==> src/rtl/sim_uart_in_feeder_if.sv <==
// sim_uart_in_feeder_if: host push channel plus DUT read-strobe channel of the UART input feeder.
interface sim_uart_in_feeder_if;
    logic       push_valid;
    logic [7:0] push_ch;
    logic       push_ready;
    logic       uart_in_valid;
    logic [7:0] uart_in_ch;
    modport master (output push_valid, push_ch, uart_in_valid, input push_ready, uart_in_ch);
    modport slave  (input push_valid, push_ch, uart_in_valid, output push_ready, uart_in_ch);
endinterface

==> src/rtl/sim_uart_in_feeder.sv <==
// sim_uart_in_feeder: FIFO-buffered UART character source answering the DUT read strobe,
// with optional pacing that enforces a minimum idle gap between delivered characters.
module sim_uart_in_feeder #(
    parameter int         DEPTH      = 16,
    parameter int         GAP_CYCLES = 0,
    parameter logic [7:0] IDLE_CH    = 8'hff
) (
    input  logic                       clock,
    input  logic                       reset,
    sim_uart_in_feeder_if.slave        bus,
    input  logic                       flush,
    output logic [$clog2(DEPTH):0]     count,
    output logic                       overflow,
    output logic [31:0]                delivered_cnt
);
    localparam int AW = $clog2(DEPTH);
    localparam int PW = AW + 1;
    localparam int GW = (GAP_CYCLES > 1) ? $clog2(GAP_CYCLES) : 1;

    typedef enum logic {READY, COOLDOWN} state_t;

    logic [7:0]    mem_q [DEPTH];
    logic [PW-1:0] wptr_q, wptr_d, rptr_q, rptr_d;
    logic [GW-1:0] gap_q;
    state_t        state_q;
    logic          overflow_q;
    logic [31:0]   delivered_q;
    logic          empty, full, push, deliver;

    assign empty   = wptr_q == rptr_q;
    assign full    = (wptr_q ^ rptr_q) == {1'b1, {AW{1'b0}}};
    assign push    = bus.push_valid && !full && !flush;
    assign deliver = state_q == READY && bus.uart_in_valid && !empty && !flush;

    assign bus.push_ready = !full;
    assign bus.uart_in_ch = deliver ? mem_q[rptr_q[AW-1:0]] : IDLE_CH;
    assign count          = wptr_q - rptr_q;
    assign overflow       = overflow_q;
    assign delivered_cnt  = delivered_q;

    always_comb begin
        wptr_d = flush ? '0 : wptr_q + PW'(push);
        rptr_d = flush ? '0 : rptr_q + PW'(deliver);
    end

    // Storage carries no reset; only the pointers define which entries are live.
    always_ff @(posedge clock)
        if (push && reset) mem_q[wptr_q[AW-1:0]] <= bus.push_ch;

    always_ff @(posedge clock) begin
        if (!reset) begin
            wptr_q      <= '0;
            rptr_q      <= '0;
            state_q     <= READY;
            gap_q       <= '0;
            overflow_q  <= 1'b0;
            delivered_q <= '0;
        end else begin
            wptr_q <= wptr_d;
            rptr_q <= rptr_d;
            if (bus.push_valid && full && !flush) overflow_q <= 1'b1;
            if (deliver) delivered_q <= delivered_q + 32'd1;
            if (flush) begin
                state_q <= READY;
                gap_q   <= '0;
            end else if (state_q == READY) begin
                if (deliver && GAP_CYCLES > 0) begin
                    state_q <= COOLDOWN;
                    gap_q   <= GW'(GAP_CYCLES - 1);
                end
            end else begin
                // Cooldown runs down regardless of strobes; leave on the cycle after reaching zero.
                state_q <= gap_q == '0 ? READY : COOLDOWN;
                gap_q   <= gap_q == '0 ? '0 : gap_q - GW'(1);
            end
        end
    end
endmodule

==> src/flat_wrapper.sv <==
// flat-port wrapper written by rule: the top's interface ports become plain ports
module sim_uart_in_feeder_flat 
#(
    parameter int         DEPTH      = 16,
    parameter int         GAP_CYCLES = 0,
    parameter logic [7:0] IDLE_CH    = 8'hff
)
  (clock, reset, flush, count, overflow, delivered_cnt, bus_push_valid, bus_push_ch, bus_uart_in_valid, bus_push_ready, bus_uart_in_ch);
  sim_uart_in_feeder_if bus_i ();
  input  logic clock;
  input  logic reset;
  input  logic flush;
  output logic [$clog2(DEPTH):0] count;
  output logic overflow;
  output logic [31:0] delivered_cnt;
  input wire logic [$bits(bus_i.push_valid)-1:0] bus_push_valid;
  input wire logic [$bits(bus_i.push_ch)-1:0] bus_push_ch;
  input wire logic [$bits(bus_i.uart_in_valid)-1:0] bus_uart_in_valid;
  output wire logic [$bits(bus_i.push_ready)-1:0] bus_push_ready;
  output wire logic [$bits(bus_i.uart_in_ch)-1:0] bus_uart_in_ch;
  assign bus_i.push_valid = bus_push_valid;
  assign bus_i.push_ch = bus_push_ch;
  assign bus_i.uart_in_valid = bus_uart_in_valid;
  assign bus_push_ready = bus_i.push_ready;
  assign bus_uart_in_ch = bus_i.uart_in_ch;
  sim_uart_in_feeder #(.DEPTH(DEPTH), .GAP_CYCLES(GAP_CYCLES), .IDLE_CH(IDLE_CH)) u_core (.clock(clock), .reset(reset), .bus(bus_i), .flush(flush), .count(count), .overflow(overflow), .delivered_cnt(delivered_cnt));
endmodule
==> config.mk <==
export PLATFORM = sky130hd
export DESIGN_NAME = sim_uart_in_feeder_flat
export DESIGN_NICKNAME = d
export VERILOG_FILES = /design/src/rtl/sim_uart_in_feeder_if.sv /design/src/rtl/sim_uart_in_feeder.sv /design/src/flat_wrapper.sv
export SDC_FILE = /design/constraint.sdc
export NUM_CORES = 1
export LEC_CHECK = 0
export BUFFER_PORTS_ARGS = -buffer_cell sky130_fd_sc_hd__buf_2
export CAP_MARGIN = 20
export CORE_UTILIZATION = 35
export CTS_BUF_LIST = sky130_fd_sc_hd__clkbuf_2 sky130_fd_sc_hd__clkbuf_4 sky130_fd_sc_hd__clkbuf_8
export CTS_CLUSTER_DIAMETER = 120
export DETAILED_ROUTE_END_ITERATION = 8
export HOLD_SLACK_MARGIN = 0.06
export MAX_ROUTING_LAYER = met4
export PLACE_DENSITY = 0.51
export SYNTH_ARGS = -nofsm -noshare
export SYNTH_HDL_FRONTEND = slang
export SYNTH_SLANG_ARGS = --single-unit
==> constraint.sdc <==
create_clock -name clock -period 5.35 [get_ports clock]
set_input_delay 0.2675 -clock clock [delete_from_list [all_inputs] [get_ports clock]]
set_output_delay 0.2675 -clock clock [all_outputs]
set_load 0.1 [all_outputs]
======== Word-level counts from Yosys, hierarchy flattened ========
Memories as Yosys holds them, arrays and structs flattened. A register that Yosys moved wholly into a read port is not among the register bits.
Cells that the tools add are included.
storage, ports and cells
  bits in registers ....................... 45
  bits in writable memories ............... 128
  input port bits ......................... 13
  output and inout bits ................... 47
  word-level logic and storage cells ...... 36
  memories ................................ 1
memory list
  name          depth  width  rd ports  clocked after Yosys merged registers in  wr ports  RTL line                  RTL
  u_core.mem_q  16     8      1         1                                        1         sim_uart_in_feeder.sv:22  logic [7:0] mem_q [DEPTH];
cells by class
  add/subtract/negate cells ............... 5
  equality and inequality tests ........... 2
  muxes and demuxes ....................... 6
  bitwise operators ....................... 3
  reduce and logical (&&, ||, !) cells .... 13
operator list
  kind                     number
  $add A32 B1 Y32 const B  1
  $add A5 B1 Y5            2
  $logic_and A1 B1 Y1      8
  $mux W8                  1
  $eq A5 B5 Y1             1
  $eq A5 B5 Y1 const B     1
  $sub A5 B5 Y5            1
  $xor A5 B5 Y5            1
  $mux W1                  4
  $mux W4                  1
  $logic_not A1 Y1         3
  $reduce_or A3 Y1         1
  $not A1 Y1               2
  $reduce_or A2 Y1         1
  $sub A1 B1 Y1 const B    1

======== Logic depth before layout (Yosys ltp) ========
  depth in word-level cells ............... 8
  gate-level depth with buffers ........... 12
  mapped depth without buffers ............ 10

======== Worst setup path after synthesis ========
Ideal clock, no wire load.
  kind .................................... reg2out
  from .................................... register u_core.rptr_q[1]
  to ...................................... output port bus_uart_in_ch[0]
  arrival ................................. 3.393 ns
  required time ........................... 5.083 ns
  setup slack ............................. 1.689 ns
  cell stages (with the launch flop) ...... 6
  buffers on the path ..................... 2
  cells stage by stage .................... dfxtp_1 > clkbuf_1 > clkbuf_1 > mux4_2 > mux2i_1 > o21ai_0
between the ends
  word-level cells in the longest chain between the ends .. 5
RTL lines
  item                               RTL line                  RTL
  start, declared                    sim_uart_in_feeder.sv:23  logic [PW-1:0] wptr_q, wptr_d, rptr_q, rptr_d;
  start signal, assigned             sim_uart_in_feeder.sv:60  rptr_q <= rptr_d;
  $eq A5 B5 Y1                       sim_uart_in_feeder.sv:30  assign empty = wptr_q == rptr_q;
  $logic_not A1 Y1                   sim_uart_in_feeder.sv:33  assign deliver = state_q == READY && bus.uart_in_valid && !empty && !flush;
  $logic_and A1 B1 Y1 (2 in series)  sim_uart_in_feeder.sv:33
  $mux W8                            sim_uart_in_feeder.sv:36  assign bus.uart_in_ch = deliver ? mem_q[rptr_q[AW-1:0]] : IDLE_CH;
  end, declared                      flat_wrapper.sv:20        output wire logic [$bits(bus_i.uart_in_ch)-1:0] bus_uart_in_ch;
No other way between the ends.

======== Worst setup path in the final report ========
  from .................................... register u_core.rptr_q[1]
  to ...................................... output port bus_uart_in_ch[5]
The elaborated chain is that of the path after synthesis.

==> out/metrics.csv <==
stage;metric;value;unit
global_route;vias in the first global route;4024;
global_route;global-route wire length before repair;23.5;mm
synthesis;largest area contributor in the netlist;edfxtp_1;
routing;final WL;15.3;mm
timing;Final Max Slew Viols;0;
timing;# setup viols final;0;
routing;DRC viols;0;
die;I/O pin total;60;
timing;minimum clock period;3.77;ns
timing;RSZ-0062 raised after global routing;false;
die;Rows;51;
clock_network;Worst-path clk slew;0.09;ns
global_route;GRT Overall Usage;0.165;
routing;vias per inst;5.00;
critical_path;Buffers & Inverters on Critical Path;3;
critical_path;slowest cell on the critical path;o21ai_1;
critical_path;CP Cell Sequence;buf_4 > inv_1 > ha_1 > nand4_1 > o21ai_1 > a221oi_1 > o21ai_0 > buf_2;
routing;Pre-antenna DRT Iters;6;
clock_network;CTS Hold Bufs;0;
die;Die Y;143;um
die;die area;20600;um^2
synthesis;Synth area leaders;edfxtp_1 55%, dfxtp_1 12%, mux4_2 10%;
clock_network;H-tree levels;4;
die;Die X;143;um
critical_path;Critical Path RT;5.08;ns
synthesis;Unique masters post-synth;36;
layout;Area Overhead vs Synth;13.9;%
clock_network;Post-CTS Setup Bufs;0;
synthesis;Cells after Synth;464;
synthesis;Synth Net Count;487;
synthesis;Synth top area share;0.549;
timing;PnR worst setup slack;1.58;ns
synthesis;top_reg_cell synth;edfxtp_1;
clock_network;CTS tree;yes;
clock_network;root buffer cell;clkbuf_8;
synthesis;warnings from Yosys;0;
layout;# diodes;0;
timing;fmax;266;MHz
timing;max_slew headroom;0.315;
clock_network;post_cts resized;0;
outcome;outcome;complete, no violations;
layout;layout cells sized above 1;0.242;
critical_path;WS Path Type;reg -> out;
run;MaxCap Viol Count;0;
placed_design;DP HPWL;10.3;mm
timing;actual slew at the worst max-slew pin;1.03;ns
clock_network;latest clock arrival within the worst-skew pair;0.46;ns
synthesis;FF+latch count, synth;171;
die;Core Region;19500;um^2
routing;DR WL/cell;19.0;um
placed_design;I/O Buffers;59;
clock_network;CTS buffer count;17;
synthesis;asr flop ratio synth;0;
critical_path;kind of cell adding the most delay to the critical path;compound AO/OA/AOI/OAI gates;
critical_path;nature of the critical path endpoint;output pin;
die;Initial Utilization;0.358;
pwr;maximum VDD drop;0.194;mV
layout;Layout Nets;552;
critical_path;worst stage delay on the critical path;0.80;ns
critical_path;reg2reg setup slack;1.68;ns
synthesis;Mapped Area;7000;um^2
clock_network;Clock Sink Count;171;
timing;Final Skew;0.0189;ns
placed_design;pre-CTS WS;1.65;ns
timing;Setup Total Neg Slack;0;ns
pwr;power density over the cells;295;nW/um^2
clock_network;clock buffer depth;2;
placed_design;Final GP Congestion;0.773;
timing;Period Utilization, post-route;0.704;
global_route;antenna violations before repair;0;
global_route;GR Overflow Total;0;
timing;Hold Vio Cnt, Final;0;
hold_path;Hold WC Path Type;in -> reg;
synthesis;syn_area_per_cell;15.1;um^2
critical_path;Worst EP arrival;3.50;ns
synthesis;number of flops mapped to enable cells by yosys;128;
global_route;pin count of the biggest net entering global routing;37;
critical_path;Crit Path Max Fanout;36;
timing;hold slack;0.115;ns
synthesis;share of the yosys chip area belonging to registers;0.672;
pwr;leakage power;0.00266;uW
routing;initial drt markers;257;
routing;total number of vias;4036;
routing;antenna viol nets, final;0;
critical_path;Startpoint Class;flip-flop;
layer usage:
| metal | vias up | global-route usage | wire (um) |
|---|---|---|---|
| met4 | 0 | 0.0504 | 110 |
| li1 | 1912 | - | - |
| met2 | 100 | 0.255 | 7360 |
| met3 | 5 | 0.0380 | 765 |
| met1 | 2019 | 0.217 | 7060 |
| met5 | - | - | 0 |
state kept, by name (all words and copies together), names as in the netlist:
| name | flops |
|---|---|
| u_core.delivered_cnt | 32 |
| u_core.mem_q | 128 |
| u_core.overflow | 1 |
| u_core.rptr_q | 5 |
| u_core.wptr_q | 5 |
synthesized netlist by cell type (10+ instances only):
cell,number
dfxtp_1,43
nand3_1,17
xnor2_1,22
inv_1,16
nor3_1,10
nand2_1,16
mux4_2,32
a21oi_1,12
clkbuf_1,13
o21ai_0,18
nor2_1,43
edfxtp_1,128
cell type report:
type	count	area, um^2
inverter	17	63.8
fill	1854	11600
timing repair buffer	64	328
tap	265	332
multi-input combinational	258	2160
clock inverter	15	144
sequential	171	4710
clock buffer	17	234
path summary, 6_finish.rpt:
path,start,end,cells after the start
max,u_core.rptr_q[1],bus_uart_in_ch[5],8
min reg2reg,u_core.overflow,u_core.overflow,2
min,reset,u_core.delivered_cnt[30],3
max reg2reg,u_core.rptr_q[1],u_core.rptr_q[4],11
placed cells by master (no fill, tap or decap), types with 9 or more instances in the layout:
cell type	Yosys	routed
edfxtp_1	128	128
buf_2	4	61
nor2_1	43	43
dfxtp_1	43	42
mux4_2	32	32
xnor2_1	22	22
o21ai_0	18	17
nand3_1	17	17
clkbuf_8	0	17
inv_1	16	16
nand2_1	16	16
a21oi_1	12	12
mux2i_1	9	9
nor3_1	10	9
or3_1	9	9
xor2_1	9	9
ha_1	9	9
tightest hold or removal path, stage by stage:
cell and delay (ns):
buf_2 0.13, nand2b_1 0.07, mux2i_1 0.05
through the flow:
step                 util  total power (uW)  instance area, um^2  std cells
floorplan               -              1480                 7000        464
CTS                 0.408              2380                 7970        807
global placement    0.388              1510                 7570        772
finish              0.408              2350                 7970        807
detailed placement  0.389              1510                 7590        775
global route        0.408              2430                 7970        807
power breakdown:
part / leakage [uW] / switching [uW] / internal, uW
sequential: 0.00150 / 1.46 / 1420
combinational: 0.000967 / 43.8 / 12.0
clock: 0.000193 / 521 / 346
total: 0.00266 / 567 / 1780
logic make-up after synthesis:
group | Yosys count | share of synthesized area
buffers and inverters | 35 | 0.0197
muxes | 41 | 0.116
and+or+nand+nor | 131 | 0.0940
xor gates and xnor gates | 32 | 0.0411
AOI/OAI and AO/OA | 44 | 0.0383
DFF | 171 | 0.672
adders and majority gates | 10 | 0.0189
Power figures use the tool's default switching activity.
